--- src/rtl/rr_priority_arbiter.sv ---
// rr_priority_arbiter
// N-way request arbiter with a registered one-hot grant, binary grant index
// and valid flag. Selection is either fixed priority (highest index wins) or
// round-robin, where the previous winner drops to lowest priority.
// A grant is locked until its owner pulses ack. On ack the arbiter
// re-arbitrates in the same cycle, so back-to-back grants have no idle bubble.

module rr_priority_arbiter #(
    parameter int N  = 8,
    parameter int RR = 1
) (
    input  logic                 clk,
    input  logic                 rst,
    input  logic [N-1:0]         req,
    input  logic                 ack,
    output logic [N-1:0]         grant,
    output logic [$clog2(N)-1:0] grant_idx,
    output logic                 valid
);

    localparam int W = $clog2(N);

    // N held in W+1 bits so that ptr + N - k never overflows before reduction
    localparam logic [W:0] N_EXT = (W+1)'(N);

    typedef enum logic [0:0] {
        ST_IDLE = 1'b0,
        ST_BUSY = 1'b1
    } state_t;

    state_t         state_r;
    state_t         state_s;
    logic [N-1:0]   grant_r;
    logic [N-1:0]   grant_s;
    logic [W-1:0]   idx_r;
    logic [W-1:0]   idx_s;
    logic           valid_r;
    logic           valid_s;
    logic [W-1:0]   ptr_r;
    logic [W-1:0]   ptr_s;

    logic           any_req_s;
    logic [W-1:0]   win_idx_s;
    logic           load_s;
    logic           clear_s;

    // Fixed priority: the highest set request index wins (later hits override)
    function automatic logic [W-1:0] fixed_pick(input logic [N-1:0] r);
        logic [W-1:0] pick;
        pick = {W{1'b0}};
        for (int i = 0; i < N; i++) begin
            if (r[i]) begin
                pick = W'(i);
            end else begin
                pick = pick;
            end
        end
        return pick;
    endfunction

    // Round-robin: search ptr-1, ptr-2, ..., 0, N-1, ..., ptr (mod N).
    // The loop walks from the lowest-priority slot (k = N, which is ptr
    // itself) towards the highest (k = 1), so the last hit is the winner.
    function automatic logic [W-1:0] rr_pick(input logic [N-1:0] r,
                                             input logic [W-1:0] ptr);
        logic [W-1:0] pick;
        logic [W:0]   pos;
        pick = {W{1'b0}};
        for (int k = N; k >= 1; k--) begin
            pos = {1'b0, ptr} + N_EXT - (W+1)'(k);
            if (pos >= N_EXT) begin
                pos = pos - N_EXT;
            end else begin
                pos = pos;
            end
            if (r[pos[W-1:0]]) begin
                pick = pos[W-1:0];
            end else begin
                pick = pick;
            end
        end
        return pick;
    endfunction

    // One-hot decode of a grant index
    function automatic logic [N-1:0] onehot(input logic [W-1:0] idx);
        logic [N-1:0] one;
        one = {{(N-1){1'b0}}, 1'b1};
        return one << idx;
    endfunction

    // Winner selection from the live request vector
    always_comb begin
        any_req_s = |req;
        win_idx_s = {W{1'b0}};
        if (RR != 0) begin
            win_idx_s = rr_pick(req, ptr_r);
        end else begin
            win_idx_s = fixed_pick(req);
        end
    end

    // FSM next-state: decide whether to load a new grant, clear, or hold
    always_comb begin
        state_s = state_r;
        load_s  = 1'b0;
        clear_s = 1'b0;
        case (state_r)
            ST_IDLE: begin
                // ack is meaningless without an owner and is ignored here
                if (any_req_s) begin
                    load_s  = 1'b1;
                    state_s = ST_BUSY;
                end else begin
                    clear_s = 1'b1;
                    state_s = ST_IDLE;
                end
            end
            ST_BUSY: begin
                // req is only looked at on the ack cycle; otherwise frozen
                if (ack) begin
                    if (any_req_s) begin
                        load_s  = 1'b1;
                        state_s = ST_BUSY;
                    end else begin
                        clear_s = 1'b1;
                        state_s = ST_IDLE;
                    end
                end else begin
                    state_s = ST_BUSY;
                end
            end
            default: begin
                clear_s = 1'b1;
                state_s = ST_IDLE;
            end
        endcase
    end

    // Next values of the registered grant outputs and the round-robin pointer
    always_comb begin
        grant_s = grant_r;
        idx_s   = idx_r;
        valid_s = valid_r;
        ptr_s   = ptr_r;
        if (load_s) begin
            grant_s = onehot(win_idx_s);
            idx_s   = win_idx_s;
            valid_s = 1'b1;
            // The winner becomes lowest priority; a lone re-requesting owner
            // simply reloads the same pointer value
            if (RR != 0) begin
                ptr_s = win_idx_s;
            end else begin
                ptr_s = {W{1'b0}};
            end
        end else if (clear_s) begin
            grant_s = {N{1'b0}};
            idx_s   = {W{1'b0}};
            valid_s = 1'b0;
            ptr_s   = ptr_r;
        end else begin
            grant_s = grant_r;
            idx_s   = idx_r;
            valid_s = valid_r;
            ptr_s   = ptr_r;
        end
    end

    // State and output registers; synchronous reset wins over any request
    always_ff @(posedge clk) begin
        if (rst) begin
            state_r <= ST_IDLE;
            grant_r <= {N{1'b0}};
            idx_r   <= {W{1'b0}};
            valid_r <= 1'b0;
            ptr_r   <= {W{1'b0}};
        end else begin
            state_r <= state_s;
            grant_r <= grant_s;
            idx_r   <= idx_s;
            valid_r <= valid_s;
            ptr_r   <= ptr_s;
        end
    end

    assign grant     = grant_r;
    assign grant_idx = idx_r;
    assign valid     = valid_r;

endmodule

--- config.mk ---
export PLATFORM = sky130hd
export DESIGN_NAME = rr_priority_arbiter
export DESIGN_NICKNAME = d
export VERILOG_FILES = /design/src/rtl/rr_priority_arbiter.sv
export SDC_FILE = /design/constraint.sdc
export NUM_CORES = 1
export LEC_CHECK = 0
export BUFFER_PORTS_ARGS = -buffer_cell sky130_fd_sc_hd__buf_2
export CAP_MARGIN = 10
export CORE_MARGIN = 2
export CORE_UTILIZATION = 39
export CTS_CLUSTER_DIAMETER = 30
export CTS_CLUSTER_SIZE = 24
export DETAILED_ROUTE_END_ITERATION = 6
export PLACE_DENSITY = 0.65
export SETUP_SLACK_MARGIN = 0.5
export SYNTH_ARGS = -nofsm -noshare
export SYNTH_HDL_FRONTEND = slang
export SYNTH_SLANG_ARGS = --single-unit
--- constraint.sdc ---
create_clock -name clk -period 3 [get_ports clk]
set_input_delay 0.6 -clock clk [delete_from_list [all_inputs] [get_ports clk]]
set_output_delay 0.6 -clock clk [all_outputs]
set_load 0.05 [all_outputs]
==> summary.md <==
| Metric | Value |
|---|---|
| Status | finished clean |
| Vias | 1650 |
| Ratio of cells with drive above 1 in the final layout | 0.535 |
| Boundary Pins | 23 |
| Critical path class | reg -> reg |
| Worst r2r src | ptr_r[0] |
| Area Overhead vs Synth | 32.8% |
| Mapped Cells | 178 |
| CP Launch Type | register |
| Unrepaired setup endpoints after global routing | true |
| GR Util All Layers | 0.199 |
| Antenna violations before repair | 0 |
| Max-slew headroom | 0.585 |
| First-pass GRT wire length | 8020 um |
| Mapped cell area | roughly 1700 um^2 |
| Latest clock arrival within the worst-skew pair | 0.25 ns |
| Final Hold Vio Count | 0 |
| Fmax | 0.374 GHz |
| HPWL Detailed | 3120 um |
| Final nets | 231 |
| Combinational family with the most area after synthesis | multiplexers |
| # hold bufs at CTS | 0 |
| Core Area | 4290 um^2 |
| Required @ worst endpoint | roughly 3.2 ns |
| Least-Margin Pin Slew | 0.619 ns |
| Setup ws final | 0.325 ns |
| Synth cell types | 53 |
| Sink Count | 16 |
| DIE HEIGHT | 70.1 um |
| Clock Tree Root | clkbuf_8 |
| Total Die Area | 4920 um^2 |
| Final worst-path cycle share | 0.892 |
| Place WS | 0.247 ns |
| Row Count | 24 |
| EDFF count, synth | 0 |
| Gpl congestion | 0.851 |
| Slew Viols, Final | 0 |
| Ys async rst share | 0 |
| PortBufs | 22 |
| Clk pin slew, worst setup/hold paths | 0.06 ns |
| Worst R2R Setup Slack | 0.32 ns |
| Top FF cell, synth | dfxtp_1 |
| Die W | 70.1 um |
| Num CTS Buffers | 3 |
| DR iter-0 viols | 185 |
| Net count after synthesis | 191 |
| Fillers | 377 |
| MaxCap Viol Count | 0 |
| Vias in the first global route | 1595 |
| Synth area leaders | dfxtp_1, mux4_2, mux2i_1, mux2_2, nand2_1 |
| Min-delay src | grant[4] |
| Vias per cell | 6.13 |
| Final setup viols | 0 |
| Synthesized flop and latch total | 16 |
| Max clock buf depth | 2 |
| Initial Util | 0.397 |
| Post-synth top area cell | dfxtp_1 |
| CP Max Fanout | 8 |
| H-Tree Depth | 1 |
| Post-Synth Adder-Cell Area | 0.0147 |
| Avg Cell Area, Syn | roughly 9.6 um^2 |
| Area share of the largest cell type after synthesis | 0.188 |
| Simple-gate area share of the yosys netlist | 0.117 |
| Xor-xnor portion of the synthesized cell area | 0.0191 |
| Largest net degree at the start of global routing | 24 |
| Beginning of the critical path | ptr_r[0] |
| WP data arrival | 2.86 ns |
| Worst Skew | 0.00296 ns |
| CP endpoint kind | register |
| Crit path time final | about 2.7 ns |
| CTS tree | yes |
| DRC Markers | 0 |
| Ant. Diodes | 0 |
| Remaining Overflow, GRT | 0 |
| YS warnings | 0 |
| Routed length per instance | 18.4 um |
| Total wire length | approximately 5000 um |
| Register area share after synthesis | 0.188 |
| Setup_tns | 0 ns |
| Drt pass-1 iters | 4 |
| Synth Area in Compound Gates | 0.234 |
| Min-delay worst type | reg -> reg |
| DRT antenna net count | 0 |
| Post-synthesis mux area share | 0.357 |
==> flip-flops by register name, summed over array words and instances (netlist names) <==
| signal | count |
|---|---|
| grant | 8 |
| ptr_r | 3 |
| valid | 1 |
| grant_idx | 3 |
| state_r | 1 |
==> area by class of cell <==
class | instances | area (um^2) | share of cell area
multi-input combinational | 137 | 1420 | 0.625
tap | 52 | 65.1 | 0.0287
sequential | 16 | 327 | 0.144
inverter | 7 | 33.8 | 0.0149
clock buffer | 4 | 55.1 | 0.0243
timing repair buffer | 53 | 369 | 0.163
==> synthesized netlist by cell type, drive strengths merged, types with 2 or more instances <==
library cell / instances
dfxtp: 16
nand2b: 2
o21ai: 6
a31oi: 2
a22o: 2
o211ai: 4
mux2: 13
nand2: 17
and2: 3
a221o: 3
a32o: 4
o21a: 2
o31ai: 2
o2bb2ai: 2
or4: 2
a21oi: 13
clkbuf: 10
a311oi: 2
buf: 9
and3: 3
inv: 6
nor2b: 2
mux4: 14
ha: 2
mux2i: 13
nor2: 6
==> metal layers <==
| metal | vias up | routed length [um] | GRT usage |
|---|---|---|---|
| met2 | 74 | 2380 | 0.323 |
| met5 | - | 0 | 0 |
| met1 | 801 | 2120 | 0.285 |
| met3 | 6 | 406 | 0.0361 |
| li1 | 769 | - | - |
| met4 | 0 | 31 | 0.0235 |
==> placed cells by master, fill, tap and decap left out, drive strengths merged, types with 2 or more instances in the layout <==
master and count:
a21oi 14, a22o 2, mux4 14, dfxtp 16, a32o 4, nand2b 2
nor2b 2, o21a 2, a31oi 2, buf 53, o21ai 6, ha 2
clkbuf 4, a311oi 2, nor2 6, o211ai 4, o2bb2ai 2, and2 3
inv 6, mux2 13, mux2i 13, and3 3, nand2 17, a221o 3
o31ai 2, or4 2
==> per-stage QoR <==
stage | util | cells | hold WS (ns) | cell area, um^2
floorplan | - | 178 | 0.545 | 1790
global placement | 0.442 | 241 | 0.433 | 1900
detailed placement | 0.442 | 241 | 0.438 | 1900
CTS | 0.496 | 260 | 0.447 | 2130
global route | 0.527 | 269 | 0.464 | 2260
finish | 0.527 | 269 | 0.446 | 2260
==> cell families (layout without fill, tap and decap cells) <==
group,Yosys count,in the layout
xor+xnor,2,2
buf+inv,26,64
fa+ha+maj,2,2
simple gates,40,40
flops,16,16
compound gates,52,53
mux,40,40
==> path summary, 6_finish.rpt <==
path,endpoint,cells after the start
setup / recovery,ptr_r[0],11
hold reg to reg,grant[4],2
hold / removal,grant[4],2
setup reg to reg,ptr_r[0],11
==> what timing repair did <==
action | 4_1_cts | 5_1_grt
resized for setup | 18 | 17
pin swaps | 7 | 14
setup buffers | 14 | 9
gates cloned | 1 | 0
setup endpoints to repair | 14 | 14
==> worst max-delay path: stages, from the launching register on <==
cell	delay, ns
dfxtp_4	0.37
clkinv_4	0.05
ha_4	0.34
buf_6	0.14
mux4_2	0.35
mux2i_4	0.21
o21ai_1	0.08
a222oi_1	0.42
and3_4	0.31
buf_4	0.12
nand2_1	0.08
a21oi_1	0.13
Power is left out: the tool's default activity adds up to more than one toggle a clock period on the data nets, which glitch-free logic cannot reach.
